===== config.mk =====
export PLATFORM = sky130hd
export DESIGN_NAME = mem_handler
export DESIGN_NICKNAME = d
export VERILOG_FILES = /design/src/rtl/mem_pkg.sv /design/src/rtl/mh_req_fifo.sv /design/src/rtl/mem_handler.sv
export SDC_FILE = /design/constraint.sdc
export NUM_CORES = 1
export LEC_CHECK = 0
export ABC_AREA = 0
export BUFFER_PORTS_ARGS = -buffer_cell sky130_fd_sc_hd__buf_2
export CAP_MARGIN = 20
export CELL_PAD_IN_SITES_DETAIL_PLACEMENT = 1
export CELL_PAD_IN_SITES_GLOBAL_PLACEMENT = 2
export CORE_ASPECT_RATIO = 0.6
export CORE_UTILIZATION = 42
export CTS_CLUSTER_SIZE = 8
export DETAILED_ROUTE_END_ITERATION = 12
export PLACE_DENSITY_LB_ADDON = 0.1
export SYNTH_ARGS = -nofsm -noshare
export SYNTH_HDL_FRONTEND = slang
export SYNTH_SLANG_ARGS = --single-unit

===== constraint.sdc =====
create_clock -name clk -period 3.35 [get_ports clk]
set_clock_uncertainty 0.15 [all_clocks]
set_input_delay 0.67 -clock clk [delete_from_list [all_inputs] [get_ports clk]]
set_output_delay 0.67 -clock clk [all_outputs]
set_load 0.02 [all_outputs]

===== src/rtl/mem_pkg.sv =====
// Shared types for the mem_handler load-miss request path.
package mem_pkg;

    // Default request tag width. The struct below uses it; the handler
    // itself carries the tag as a flat vector so that ID_W can be overridden.
    localparam int MH_ID_W = 4;

    // Handler FSM states.
    typedef enum logic [1:0] {
        IDLE = 2'd0,
        WAIT = 2'd1,
        RESP = 2'd2
    } MH_STATE_t;

    // One queued load request.
    typedef struct packed {
        logic [31:0]        addr;
        logic [MH_ID_W-1:0] id;
    } MH_REQ_t;

endpackage


===== src/rtl/mh_req_fifo.sv =====
// In-order request FIFO for mem_handler: push/pop/clear with full, empty and
// occupancy count. DEPTH must be a power of two so the pointers wrap naturally.
module mh_req_fifo #(
    parameter int DEPTH = 4,
    parameter int W     = 36
) (
    input  logic                   clk,
    input  logic                   rst,
    input  logic                   clear,
    input  logic                   push,
    input  logic                   pop,
    input  logic [W-1:0]           wdata,
    output logic [W-1:0]           rdata,
    output logic                   full,
    output logic                   empty,
    output logic [$clog2(DEPTH):0] count
);
    localparam int             PTR_W   = $clog2(DEPTH);
    localparam logic [PTR_W:0] DEPTH_C = (PTR_W + 1)'(DEPTH);

    logic [W-1:0]     mem_q [DEPTH];
    logic [PTR_W-1:0] wr_ptr_q;
    logic [PTR_W-1:0] rd_ptr_q;
    logic [PTR_W:0]   count_q;
    logic             push_ok_s;
    logic             pop_ok_s;

    assign full      = (count_q == DEPTH_C);
    assign empty     = (count_q == {(PTR_W + 1){1'b0}});
    assign count     = count_q;
    assign rdata     = mem_q[rd_ptr_q];
    // A clear wins over any push or pop in the same cycle.
    assign push_ok_s = push & ~full & ~clear;
    assign pop_ok_s  = pop & ~empty & ~clear;

    // Storage array: written only on an accepted push, no reset needed.
    always_ff @(posedge clk) begin
        if (push_ok_s) begin
            mem_q[wr_ptr_q] <= wdata;
        end
    end

    // Pointer and occupancy bookkeeping.
    always_ff @(posedge clk or posedge rst) begin
        if (rst) begin
            wr_ptr_q <= {PTR_W{1'b0}};
            rd_ptr_q <= {PTR_W{1'b0}};
            count_q  <= {(PTR_W + 1){1'b0}};
        end else if (clear) begin
            wr_ptr_q <= {PTR_W{1'b0}};
            rd_ptr_q <= {PTR_W{1'b0}};
            count_q  <= {(PTR_W + 1){1'b0}};
        end else begin
            if (push_ok_s) begin
                wr_ptr_q <= wr_ptr_q + 1'b1;
            end
            if (pop_ok_s) begin
                rd_ptr_q <= rd_ptr_q + 1'b1;
            end
            if (push_ok_s && !pop_ok_s) begin
                count_q <= count_q + 1'b1;
            end else if (!push_ok_s && pop_ok_s) begin
                count_q <= count_q - 1'b1;
            end else begin
                count_q <= count_q;
            end
        end
    end

endmodule


===== src/rtl/mem_handler.sv =====
// Load-miss / uncached-load request handler. Buffers LSU read requests in an
// in-order queue, issues them one at a time to the memory listener and returns
// each word tagged with its request ID. Flush squashes queued and in-flight work
// while letting an open listener handshake finish.
// Optional feature: define MEM_HANDLER_WATCHDOG_EN to add a WAIT-state watchdog
// and the sticky wd_err output.
module mem_handler
    import mem_pkg::*;
#(
    parameter int DEPTH    = 4,
    parameter int ID_W     = 4,
    parameter int WD_LIMIT = 1023
) (
    input  logic            clk,
    input  logic            rst,
    input  logic            flush,
    input  logic            req_valid,
    output logic            req_ready,
    input  logic [31:0]     req_addr,
    input  logic [ID_W-1:0] req_id,
    output logic            ml_valid,
    output logic [31:0]     ml_addr,
    input  logic            ml_received,
    input  logic [31:0]     ml_data,
    output logic            resp_valid,
    input  logic            resp_ready,
    output logic [31:0]     resp_data,
    output logic [ID_W-1:0] resp_id
`ifdef MEM_HANDLER_WATCHDOG_EN
    ,
    output logic            wd_err
`endif
);
    localparam int FW = 32 + ID_W;

    MH_STATE_t              state_q, state_d;
    logic [31:0]            cur_addr_q, cur_addr_d;
    logic [ID_W-1:0]        cur_id_q, cur_id_d;
    logic                   squash_q, squash_d;
    logic [31:0]            resp_data_q, resp_data_d;
    logic                   ml_valid_q;
    logic                   resp_valid_q;

    logic                   pop_s;
    logic                   bypass_s;
    logic                   push_s;
    logic [FW-1:0]          fifo_rdata_s;
    logic                   fifo_full_s;
    logic                   fifo_empty_s;
    logic [$clog2(DEPTH):0] fifo_count_unused_s;

    assign req_ready  = ~fifo_full_s & ~flush;
    // An idle handler with an empty queue takes the new request straight into
    // the current slot so the listener sees it on the very next cycle.
    assign push_s     = req_valid & req_ready & ~bypass_s;

    assign ml_valid   = ml_valid_q;
    assign ml_addr    = cur_addr_q;
    assign resp_valid = resp_valid_q;
    assign resp_data  = resp_data_q;
    assign resp_id    = cur_id_q;

    mh_req_fifo #(
        .DEPTH (DEPTH),
        .W     (FW)
    ) u_fifo (
        .clk   (clk),
        .rst   (rst),
        .clear (flush),
        .push  (push_s),
        .pop   (pop_s),
        .wdata ({req_addr, req_id}),
        .rdata (fifo_rdata_s),
        .full  (fifo_full_s),
        .empty (fifo_empty_s),
        .count (fifo_count_unused_s)
    );

    // Next-state logic for the issue/response FSM.
    always_comb begin
        state_d     = state_q;
        cur_addr_d  = cur_addr_q;
        cur_id_d    = cur_id_q;
        squash_d    = squash_q;
        resp_data_d = resp_data_q;
        pop_s       = 1'b0;
        bypass_s    = 1'b0;
        case (state_q)
            IDLE: begin
                squash_d = 1'b0;
                if (flush) begin
                    state_d = IDLE;
                end else if (!fifo_empty_s) begin
                    pop_s      = 1'b1;
                    cur_addr_d = fifo_rdata_s[ID_W +: 32];
                    cur_id_d   = fifo_rdata_s[ID_W-1:0];
                    state_d    = WAIT;
                end else if (req_valid) begin
                    bypass_s   = 1'b1;
                    cur_addr_d = req_addr;
                    cur_id_d   = req_id;
                    state_d    = WAIT;
                end else begin
                    state_d = IDLE;
                end
            end
            WAIT: begin
                if (ml_received) begin
                    resp_data_d = ml_data;
                    if (squash_q || flush) begin
                        squash_d = 1'b0;
                        state_d  = IDLE;
                    end else begin
                        state_d = RESP;
                    end
                end else if (flush) begin
                    // Keep the bus transaction open; just forget its result.
                    squash_d = 1'b1;
                end else begin
                    state_d = WAIT;
                end
            end
            RESP: begin
                if (flush || resp_ready) begin
                    state_d = IDLE;
                end else begin
                    state_d = RESP;
                end
            end
            default: begin
                state_d  = IDLE;
                squash_d = 1'b0;
            end
        endcase
    end

    // State, current request and registered outputs.
    always_ff @(posedge clk or posedge rst) begin
        if (rst) begin
            state_q      <= IDLE;
            cur_addr_q   <= 32'd0;
            cur_id_q     <= {ID_W{1'b0}};
            squash_q     <= 1'b0;
            resp_data_q  <= 32'd0;
            ml_valid_q   <= 1'b0;
            resp_valid_q <= 1'b0;
        end else begin
            state_q      <= state_d;
            cur_addr_q   <= cur_addr_d;
            cur_id_q     <= cur_id_d;
            squash_q     <= squash_d;
            resp_data_q  <= resp_data_d;
            ml_valid_q   <= (state_d == WAIT);
            resp_valid_q <= (state_d == RESP);
        end
    end

`ifdef MEM_HANDLER_WATCHDOG_EN
    localparam logic [9:0] WD_LIMIT_C = 10'(WD_LIMIT);

    logic [9:0] wd_cnt_q, wd_cnt_d;
    logic       wd_err_q, wd_err_d;

    // Count cycles spent in WAIT (saturating at the limit) and latch the error.
    always_comb begin
        wd_cnt_d = 10'd0;
        wd_err_d = wd_err_q;
        if (state_q == WAIT) begin
            if (wd_cnt_q != WD_LIMIT_C) begin
                wd_cnt_d = wd_cnt_q + 10'd1;
            end else begin
                wd_cnt_d = wd_cnt_q;
            end
            if (wd_cnt_d == WD_LIMIT_C) begin
                wd_err_d = 1'b1;
            end else begin
                wd_err_d = wd_err_q;
            end
        end else begin
            wd_cnt_d = 10'd0;
        end
    end

    // Watchdog registers; the error is sticky until reset.
    always_ff @(posedge clk or posedge rst) begin
        if (rst) begin
            wd_cnt_q <= 10'd0;
            wd_err_q <= 1'b0;
        end else begin
            wd_cnt_q <= wd_cnt_d;
            wd_err_q <= wd_err_d;
        end
    end

    assign wd_err = wd_err_q;
`else
    logic wd_limit_unused_s;
    assign wd_limit_unused_s = (WD_LIMIT != 0);
`endif

endmodule


* Word level (Yosys, flattened, before mapping)
Memories as Yosys holds them, arrays and structs flattened.
Cells that the tools add are included.
** Storage, ports and cells
- Flip-flop bits (word level) :: 80
- Bits in writable memories :: 144
- Input bits :: 74
- Output and inout bits :: 71
- Logic and storage cells :: 81
- Memories kept :: 1
** Memories
- u_fifo.mem_q :: words 4, width 36, rd ports 1, clocked after Yosys merged registers in 0, write ports 1, line mh_req_fifo.sv:21 : logic [W-1:0] mem_q [DEPTH];
** Cells by class
- $add $sub $neg :: 4
- Equal/unequal tests :: 8
- Mux-type cells :: 32
- Bitwise logic cells :: 12
- Reductions and logical operators :: 14
** Operators by type and width (number)
- 32-bit 2-to-1 mux :: 2
- 2-bit 2-to-1 mux :: 8
- 1-bit 2-to-1 mux :: 15
- 3-bit 2-to-1 mux :: 3
- 4-bit 2-to-1 mux :: 2
- 1-bit bitwise AND :: 7
- 3-bit inequality test, second input constant :: 2
- 2-bit case mux with 3 select lines :: 1
- 3-bit AND reduction :: 2
- 1-bit NOT :: 5
- 2-bit by 1-bit adder with 2-bit output, second input constant :: 2
- 2-bit by 1-bit equality test with 1-bit output, second input constant :: 2
- 2-bit equality test, second input constant :: 2
- 2-bit nonzero test :: 2
- 3-bit by 1-bit adder with 3-bit output, second input constant :: 1
- 3-bit equality test, second input constant :: 1
- 3-bit zero test :: 1
- 3-bit nonzero test :: 1
- 3-bit by 1-bit subtractor with 3-bit output, second input constant :: 1
- 1-bit logical AND :: 2
- 1-bit zero test :: 2
- 2-bit zero test :: 1
- 1-bit logical OR :: 2
- 2-bit inequality test, second input constant :: 1
- other kinds (2) :: 2

* Logic depth before layout (Yosys ltp)
Gate-level depths: netlist (run 1).
- Depth in word-level cells :: 13
- Mapped depth :: 7
- Depth with buffers taken out :: 6

* Modules after synthesis
Synthesis (run 1) repeated with hierarchy kept, for this count alone.
** Unflattened totals
- Cell total of the unflattened synthesis :: 456
- Area, all modules :: 9032.4 µm²
** By module, submodules not included
- mh_req_fifo :: times used 1, cells an instance 250, area each 5766.8 µm², sequential area each 4499.3 µm²
- mem_handler :: times used 1, cells an instance 206, area each 3265.6 µm², sequential area each 1826.8 µm²

* Worst setup path before layout (run 1)
Ideal clock, no wire load.
- Path kind :: input to register
- Start :: input flush
- End :: memory u_fifo.mem_q[0][0] (enable)
- Setup time :: 0.397 ns
- Data arrival time :: 2.259 ns
- Data required time :: 2.803 ns
- Slack :: 0.544 ns
- Stages :: 4
- Buffers on the path :: 1
- Cells stage by stage :: buf_2 > nand2b_1 > a211oi_2 > and2_1
** On the way
- Word-level cells in the longest chain between the ends :: 8
- Elaborated cells on any way between the ends :: 11
- Those cells by class :: mux (4); bitwise (7)
** Ends and longest elaborated chain
- start, declared :: line mem_handler.sv:16 : input logic flush,
- 1-bit NOT (no line) / 1-bit 2-to-1 mux (equally long branches)
- 1-bit bitwise AND / 1-bit 2-to-1 mux (equally long branches) :: line mem_handler.sv:52, mem_handler.sv:88
- 1-bit bitwise AND / 1-bit NOT (equally long branches) :: line mem_handler.sv:55 : assign push_s = req_valid & req_ready & ~bypass_s;
- 1-bit bitwise AND :: line mem_handler.sv:55
- 1-bit bitwise AND :: line mh_req_fifo.sv:33 : assign push_ok_s = push & ~full & ~clear;
- 1-bit bitwise AND (*) :: line mh_req_fifo.sv:33
- 1-bit 2-to-1 mux (*) :: line mh_req_fifo.sv:38 : if (push_ok_s) begin
- 1-bit 2-to-1 mux (not written as such) (*) :: line mh_req_fifo.sv:39 : mem_q[wr_ptr_q] <= wdata;
- end, declared :: line mh_req_fifo.sv:21
Every way passes the cells marked *; elsewhere a longest branch is shown, timed or not.

* Worst setup path in the final report (run 1)
- Start :: register u_fifo.count_q[1] (netlist: u_fifo.count[1])
- End :: register cur_addr_q[21] (netlist: ml_addr[21])
** On the way
- Word-level cells in the longest chain between the ends :: 3
- Elaborated cells on any way between the ends :: 4
- Those cells by class :: eq/ne (1); mux (1); reduce/logical (2)
** Ends and longest elaborated chain
- start, declared :: line mh_req_fifo.sv:24 : logic [PTR_W:0] count_q;
- start signal, assigned :: line mh_req_fifo.sv:48 : count_q <= {(PTR_W + 1){1'b0}};
- start signal, assigned :: line mh_req_fifo.sv:52 : count_q <= {(PTR_W + 1){1'b0}};
- start signal, assigned :: line mh_req_fifo.sv:61 : count_q <= count_q + 1'b1;
- 3-bit zero test (*) :: line mh_req_fifo.sv:29 : assign empty = (count_q == {(PTR_W + 1){1'b0}});
- 2-bit inequality test (no line)
- 3-bit AND reduction (no line)
- end signal, assigned :: line mem_handler.sv:149 : cur_addr_q <= cur_addr_d;
- end, declared :: line mem_handler.sv:37 : logic [31:0] cur_addr_q, cur_addr_d;
Marks and branches as above.
A chain may end at the register's enable or synchronous reset.

==> results of run 1 <==
[layout make-up]
cell class	count	area, um2	area share (%)
Clock buffer	55	865.8	8.021
Clock inverter	1	8.758	0.08114
Inverter	6	25.02	0.2318
Multi-Input combinational cell	199	2344	21.71
Sequential cell	224	6329	58.63
Tap cell	273	341.6	3.164
Timing Repair Buffer	157	880.8	8.160
[cells by family (layout without fill, tap and decap cells)]
| kind of cell | count (synthesis) | after routing | synth area share (%) |
|---|---|---|---|
| multiplexers | 71 | 71 | 13.61 |
| AND/OR/NAND/NOR | 38 | 38 | 2.475 |
| AO/OA/AOI/OAI | 82 | 82 | 9.095 |
| XOR/XNOR | 3 | 3 | 0.2971 |
| flip-flops | 224 | 224 | 71.51 |
| buffers and inverters | 35 | 219 | 2.221 |
| adder cells (fa/ha/maj) | 5 | 5 | 0.7921 |
[power by group through the flow]
stage / clock (mW) / sequential, mW / combinational (mW)
floorplan: 0 / 4.36 / 1.70
finish: 2.81 / 3.92 / 3.01
detailed placement: 0 / 3.97 / 3.04
CTS: 2.88 / 3.93 / 3.06
global route: 2.98 / 3.99 / 3.24
global placement: 0 / 3.94 / 2.99
[worst max-delay path by stage]
stage	startpoint	to	slack, ns	cells after the start
2_1_floorplan	rst	ml_addr[0]	0.48	1
3_3_place_gp	u_fifo.count[1]	ml_addr[21]	0.58	5
3_5_place_dp	u_fifo.count[1]	ml_addr[19]	0.54	5
4_1_cts	u_fifo.count[1]	ml_addr[19]	0.53	5
5_1_grt	u_fifo.count[1]	ml_addr[19]	0.38	5
6_report	u_fifo.count[1]	ml_addr[21]	0.55	5
[routing by layer]
metal	vias to the layer above	share of wire [%]	GRT usage (%)
li1	2170	-	-
met1	2593	49	28.78
met2	130	45	28.33
met3	22	4.3	3.065
met4	0	1.3	3.656
met5	-	0	0
[per-stage QoR]
stage / cells / setup slack [ns] / instance area (um2)
floorplan: 458 / 0.4783 / 8846
global placement: 859 / 0.5819 / 9920
detailed placement: 859 / 0.5362 / 9920
CTS: 915 / 0.5332 / 10790
global route: 915 / 0.3828 / 10790
finish: 915 / 0.5550 / 10790
[registers in the layout, indices dropped and copies added, names as in the netlist]
name,count
ml_addr,32
ml_valid,1
resp_data,32
resp_id,4
resp_valid,1
squash_q,1
state_q,2
u_fifo.count,3
u_fifo.mem_q,144
u_fifo.rd_ptr_q,2
u_fifo.wr_ptr_q,2
[critical path, delay by kind of cell (launching register included)]
family                 cells  cell delay, ns
AO/OA/AOI/OAI              2            0.66
buffers and inverters      1            0.49
flip-flops                 1            0.46
AND/OR/NAND/NOR            2            0.88
[synthesized netlist by cell type (all sizes together)]
cell / count / area (um2)
edfxtp: 144 / 4324
dfrtp: 80 / 2002
a2bb2oi: 37 / 511.7
mux4: 36 / 810.8
o22ai: 36 / 225.2
mux2: 34 / 382.9
buf: 24 / 155.1
nor2: 13 / 48.80
inv: 6 / 22.52
clkbuf: 5 / 18.77
nor3: 5 / 46.30
and2: 4 / 25.02
ha: 4 / 50.05
nand2b: 4 / 25.02
a21oi: 3 / 15.01
nand2: 3 / 11.26
nand3: 2 / 10.01
nor3b: 2 / 20.02
o31ai: 2 / 15.01
or3: 2 / 12.51
xnor2: 2 / 17.52
a211oi: 1 / 12.51
a22o: 1 / 8.760
fa: 1 / 20.02
mux2i: 1 / 10.01
nand3b: 1 / 7.510
nor2b: 1 / 6.260
o211ai: 1 / 7.510
o22a: 1 / 8.760
or2: 1 / 6.260
xor2: 1 / 8.760
==> impl_results.md, run 1 <==
* Area delta synth->final at 22.02%
* Starting Density at 43.53%
* Post-CTS setup buffers at 0
* Synth Cell Area at 8846 um2
* Later-pin clock latency in the skew report at 0.53 ns
* Max Slew Vio Count at 0
* Clock root cell: clkbuf_16
* Max rail drop VDD at 0.0004094 V
* Iteration-0 DRC Markers at 199
* Register area share after synthesis at 71.51%
* Synth unique cells at 39
* NetSw at between 3 and 4 mW
* Remaining DRCs at 0
* H-tree Lvls at 1
* Syn Nets at approximately 540
* # rows at 40
* Synth Warn # at 0
* Via count at between 4000 and 5000
* I/O pin total at 145
* CTS sink cnt at between 200 and 250
* Power per standard cell area at 903.3 nW/um2
* Mean area per synthesized cell at 19.31 um2
* HPWL Detailed at 12130 um
* CP startpoint kind: flop
* Path category of the worst min-delay check: input pin to asynchronous set/reset pin
* Die H at 114.4 um
* Fin. Hold Viols at 0
* Core area at 20320 um2
* Total Power at 9.750 mW
* Max Cap Violations at 0
* Clock buffer depth at 3
* Vias in the first global route at 5163
* Total routed wirelength at between 15000 and 20000 um
* Worst path max stage delay at 0.66 ns
* CP cell instances: nor3_4, buf_4, nand2_2, o22ai_1, a2bb2oi_2
* Slew headroom at 29.22%
* Final net count at 698
* Slowest CP cell: nand2_2
* Crit. End Element: flop
* Reg-to-reg endpoint: ml_addr[21]
* Antenna Nets Post-Route at 0
* Critical Path AT at 3.03 ns
* 1st-pass router iterations at 4
* Clk pin slew, worst setup/hold paths at 0.05 ns
* Logic gate share of total power at 30.9%
* Post-Syn Instances at 458
* Sequential share of power at 40.2%
* RSZ-0062 raised after global routing: no
* Die width at 189.4 um
* Switching share of power at 32.29%
* DR WL/cell at 21.63 um
* Status: complete, no violations
* Leak at 3.987 nW
* Most frequent cells in the layout: buf_2 (144), edfxtp_1 (144), dfrtp_1 (78)
* Hold Buf Count CTS at 0
* Clock Power Share at between 20 and 30%
* Initial antenna violation count at 0
* Worst reg2reg path depth at 5
* Routed vias/inst at about 5.4
* Critical path fanouts, max at 39
* Layout fillers at 1945
* GRT overflow at 0
* Flops & latches, synth at about 220
* CTS tree: built
* Worst R2R Start: u_fifo.count[1]
* Hold Worst Slack at about 0.071 ns
* GRT Total Usage at 18.74%
* Peak Freq at around 360 MHz
* Worst Tran Pin Value at 1.058 ns
* Number of diodes at 0
* Worst setup path class: flop to flop
* Pin count of the biggest net entering global routing at 47
* Internal at ~6.6 mW
* Post-layout util at 53.12%
* Resized cells post-CTS at 0
* Fraction of layout cells with a size suffix above 1 at 46.88%
* Port Buffers at 144
* First-pass GRT wire length at 30620 um
* Setup TNS at 0 ns
* CP Data Required Time at 3.59 ns
* Die area at 21670 um2
* Period utilisation layout at 83.43%
* Min cycle time layout at 2.795 ns
* Finish-stage setup viols at 0
* TritonCTS Buffers at 31
* R2R Setup Slk at 0.55 ns
* Routability Congestion at 0.7906
Note: power is estimated with default switching activity, not from simulation.
==> run 2: changes to the inputs <==
==> constraint.sdc (replaced) <==
create_clock -name clk -period 2.7 [get_ports clk]
set_clock_uncertainty 0.15 [all_clocks]
set_input_delay 0.54 -clock clk [delete_from_list [all_inputs] [get_ports clk]]
set_output_delay 0.54 -clock clk [all_outputs]
set_load 0.02 [all_outputs]
==> impl_results.md, run 2 (synthesized netlist as in run 1, its figures left out) <==
* DR WL/cell at 21.29 um
* Worst R2R Start: u_fifo.count[1]
* Via count at 4897
* GRT Total Usage at 19.08%
* Max rail drop VDD at 0.0005055 V
* Slew headroom at between 50% and 60%
* R2R Setup Slk at 0.42 ns
* Total routed wirelength at around 20000 um
* Reg with most FFs: u_fifo.mem_q
* CP top delay family: flip-flops
* Die H at 114.4 um
* Peak Freq at 435.4 MHz
* Reg-to-reg endpoint: u_fifo.count[2]
* Most frequent cells in the layout: buf_2 (144), edfxtp_1 (144), dfrtp_1 (78)
* Max Cap Violations at 0
* Crit. End Element: output pin
* RSZ-0062 raised after global routing: no
* Core area at between 20000 and 25000 um2
* Layout fillers at between 1500 and 2000
* Pin count of the biggest net entering global routing at 81
* Max reg flops at 144
* Routed vias/inst at about 5.3
* Antenna Nets Post-Route at 0
* Setup TNS at 0 ns
* Post-CTS setup buffers at 0
* First-pass GRT wire length at 31150 um
* Worst Path Buf+Inv at 1
* Worst setup path class: flop to output pin
* Critical Path AT at about 1.6 ns
* I/O pin total at 145
* HPWL Detailed at 12360 um
* Worst reg2reg path depth at 6
* CP Data Required Time at 2.01 ns
* Slowest CP cell: dfrtp_1
* Path category of the worst min-delay check: input pin to flop
* GRT overflow at 0
* Post-layout util at ~54%
* Die width at between 150 and 200 um
* DP Area at ~10000 um2
* CTS sink cnt at roughly 220
* Final Non-Filler Cells at ~900
* Number of diodes at 0
* Total Power at 12.09 mW
* CTS tree: built
* Multi-input logic area at around 2300 um2
* Later-pin clock latency in the skew report at 0.53 ns
* CP cell instances: nor3b_2, nor2_1, buf_2
* TritonCTS Buffers at 31
* Hold Path Stages at 2
* # rows at 40
* Fraction of layout cells with a size suffix above 1 at 47.14%
* Die area at roughly 22000 um2
* Register area at 6329 um2
* Fin area at 10870 um2
* Final net count at 704
* Max Slew Vio Count at 0
* Vias in the first global route at 5297
* 1st-pass router iterations at 4
* Clock buffer depth at 3
* H-tree Lvls at 1
* Worst path max stage delay at 0.46 ns
* Status: complete, no violations
* Remaining DRCs at 0
* Clock root cell: clkbuf_16
* Routability Congestion at about 0.74
* Port Buffers at 144
* Area delta synth->final at 22.90%
* Critical path fanouts, max at 6
* Placed cells at 864
* Min-Delay Startpoint: ml_data[14]
* Initial antenna violation count at 0
* Leak at 4.019 nW
* Worst Tran Pin Value at 0.6734 ns
* Worst Hold End: resp_data[14]
* Period utilisation layout at 85.06%
* Power per standard cell area at 1112 nW/um2
* Fin. Hold Viols at 0
* Iteration-0 DRC Markers at roughly 310
* Min cycle time layout at 2.297 ns
* Starting Density at 43.53%
* Clk pin slew, worst setup/hold paths at 0.06 ns
* Finish-stage setup viols at 0
* CP startpoint kind: flop
[run 2: cell count changes in the layout (fill, tap and decap cells not counted), sizes merged]
cell         before  now
buf             157  162
clkinvlp          0    1
dlygate4sd3       0    1
inv               7    5
[run 2: stage by stage]
stage	hold slack [ns]	setup slack, ns
3_3_place_gp	0.3331	0.2522
6_report	0.08646	0.4033
5_1_grt	0.07628	0.2897
2_1_floorplan	0.3166	0.02420
3_5_place_dp	0.3398	0.1030
4_1_cts	0.06630	0.3626
[run 2: final cells by class]
cell class                      instances  area share [%]
Sequential cell                       224           58.21
Multi-Input combinational cell        199           21.56
Timing Repair Buffer                  163           8.885
Clock buffer                           55           7.964
Tap cell                              273           3.142
Inverter                                6          0.2417
[run 2: what timing repair did]
action,in CTS,in global routing
hold endpoints to repair,17,0
hold buffers,1,0
resized for setup,0,0
[run 2: worst max path at each step]
stage,endpoint,depth (start not counted),from,slack (ns)
after floorplan,u_fifo.mem_q[1][0],4,flush,0.02
after global placement,u_fifo.count[1],7,flush,0.25
after detailed placement,u_fifo.count[1],7,flush,0.10
after CTS,req_ready,3,u_fifo.count[1],0.36
after global routing,u_fifo.count[1],6,state_q[0],0.29
final,req_ready,3,u_fifo.count[1],0.40
[run 2: report_power, final]
| part | switching (mW) | internal, mW | total (mW) |
|---|---|---|---|
| registers | 0.410 | 4.38 | 4.79 |
| clock network | 1.33 | 2.12 | 3.46 |
| logic | 2.12 | 1.72 | 3.84 |
| total | 3.87 | 8.23 | 12.1 |
[run 2: per-layer routing]
layer	part of all wire [%]	global-route usage [%]
met1	49	29.02
met5	0	0
met2	44	28.64
met4	2.4	5.430
met3	4.4	2.819
[run 2: worst reg2reg max path, delay by kind of cell, from the launching register on]
kind	cells	cell delay [ns]
multiplexers	1	0.33
AND/OR/NAND/NOR	3	0.60
AO/OA/AOI/OAI	1	0.20
adder cells (fa/ha/maj)	1	0.41
flip-flops	1	0.46
==> run 3: changes to the inputs <==
--- a/config.mk
+++ b/config.mk
@@ -10,11 +10,11 @@
 export CAP_MARGIN = 20
 export CELL_PAD_IN_SITES_DETAIL_PLACEMENT = 1
 export CELL_PAD_IN_SITES_GLOBAL_PLACEMENT = 2
-export CORE_ASPECT_RATIO = 0.6
+export CORE_MARGIN = 5
 export CORE_UTILIZATION = 42
 export CTS_CLUSTER_SIZE = 8
 export DETAILED_ROUTE_END_ITERATION = 12
-export PLACE_DENSITY_LB_ADDON = 0.1
+export PLACE_DENSITY_LB_ADDON = 0.12
 export SYNTH_ARGS = -nofsm -noshare
 export SYNTH_HDL_FRONTEND = slang
 export SYNTH_SLANG_ARGS = --single-unit
==> impl_results.md, run 3 (synthesized netlist as in run 1, its figures left out) <==
* 1st-pass router iterations at 6
* Remaining DRCs at 0
* Worst setup path class: flop to output pin
* Clk pin slew, worst setup/hold paths at around 0.05 ns
* Worst Tran Pin Value at roughly 0.64 ns
* Clock root cell: clkbuf_16
* Fin area at between 10000 and 15000 um2
* Status: complete, no violations
* Max Slew Vio Count at 0
* Max reg flops at between 100 and 150
* Critical path fanouts, max at 6
* Vias in the first global route at 5435
* Port Buffers at 144
* Number of diodes at 0
* Clock buffer depth at 3
* Post-CTS setup buffers at 0
* Max Cap Violations at 0
* GRT Total Usage at approximately 17%
* Core area at 20890 um2
* Die width at 155.1 um
* DR WL/cell at 21.52 um
* Critical Path AT at approximately 1.6 ns
* Total routed wirelength at between 15000 and 20000 um
* CP startpoint kind: flop
* Power per standard cell area at 1111 nW/um2
* HPWL Detailed at 12520 um
* Setup TNS at 0 ns
* CP Data Required Time at 2.01 ns
* H-tree Lvls at 1
* Pin count of the biggest net entering global routing at between 40 and 50
* Die H at 155.1 um
* Finish-stage setup viols at 0
* Slew headroom at 57.57%
* TritonCTS Buffers at 31
* Iteration-0 DRC Markers at around 260
* RSZ-0062 raised after global routing: no
* Via count at 4870
* Fraction of layout cells with a size suffix above 1 at between 40 and 50%
* CTS sink cnt at about 220
* Period utilisation layout at between 80% and 90%
* CTS tree: built
* Min cycle time layout at 2.265 ns
* Die area at 24060 um2
* Fin. Hold Viols at 0
* Final net count at 704
* Antenna Nets Post-Route at 0
* Starting Density at between 40% and 50%
* Most frequent cells in the layout: buf_2 (144), edfxtp_1 (144), dfrtp_1 (78)
* Path category of the worst min-delay check: input pin to flop
* Resized cells post-CTS at 0
* Placed cells at between 800 and 900
* Max rail drop VDD at around 0.00074 V
* GRT overflow at 0
* Crit. End Element: output pin
* Routability Congestion at 0.7286
* Routed vias/inst at 5.276
* I/O pin total at between 100 and 150
* Reg with most FFs: u_fifo.mem_q
* Initial antenna violation count at 0
* Leak at 4.021 nW
* Later-pin clock latency in the skew report at 0.53 ns
* # rows at 53
* Area delta synth->final at 23.03%
* Peak Freq at 441.4 MHz
* DP Area at roughly 10000 um2
* First-pass GRT wire length at 31280 um
* Final Non-Filler Cells at 923
==> run 3: layout make-up <==
| class | count | area (um2) |
|---|---|---|
| tap | 275 | 344.1 |
| clock inverter | 1 | 8.758 |
| clock buffer | 55 | 865.8 |
| fill | 1992 | 10010 |
| multi-input combinational | 199 | 2344 |
| sequential | 224 | 6329 |
| inverter | 6 | 26.28 |
| timing repair buffer | 163 | 965.9 |
==> run 3: timing repair <==
action                                  CTS  global route
endpoints found under the setup margin    0             0
hold buffers                              1             0
hold endpoints to repair                  9             0
==> run 3: path summary, 6_finish.rpt <==
kind	from	to	slack, ns	cells past startpoint
worst max register to register	u_fifo.count[1]	u_fifo.count[2]	0.49	6
worst min-delay path	req_addr[26]	u_fifo.mem_q[0][30]	0.09	1
max in group asynchronous	rst	resp_id[2]	1.41	4
worst max-delay path	u_fifo.count[1]	req_ready	0.43	3
worst min register to register	resp_data[28]	resp_data[28]	0.35	1
min in group asynchronous	rst	resp_data[30]	0.35	3
==> run 3: report_power, final <==
group          total (mW)  internal [mW]  switching, mW  leakage [nW]
clock network        3.47           2.13           1.34         0.415
logic                3.84           1.72           2.12          1.38
registers            4.78           4.38          0.401          2.23
total                12.1           8.24           3.86          4.02
==> run 3: stage by stage <==
step / hold WS (ns) / util [%] / setup slack [ns] / power [mW]
final: 0.09140 / 52.10 / 0.4346 / 12.10
after global routing: 0.06992 / 52.10 / 0.3201 / 12.76
after CTS: 0.05886 / 52.10 / 0.4041 / 12.31
after detailed placement: 0.3396 / 47.86 / 0.2739 / 8.771
after global placement: 0.3327 / 47.86 / 0.2901 / 8.673
after floorplan: 0.3166 / - / 0.02420 / 7.518
==> run 3: critical path, stage by stage, from the launching register on <==
cell	delay (ns)
dfrtp_1	0.46
nor3b_2	0.34
nor2_1	0.08
buf_2	0.17
==> run 3: per-layer routing <==
layer | vias to the layer above | GRT usage, % | part of all wire, %
met5 | - | 0 | 0
met4 | 0 | 4.163 | 1.3
met3 | 17 | 3.227 | 5.7
met2 | 127 | 29.01 | 52
met1 | 2551 | 21.22 | 41
li1 | 2175 | - | -
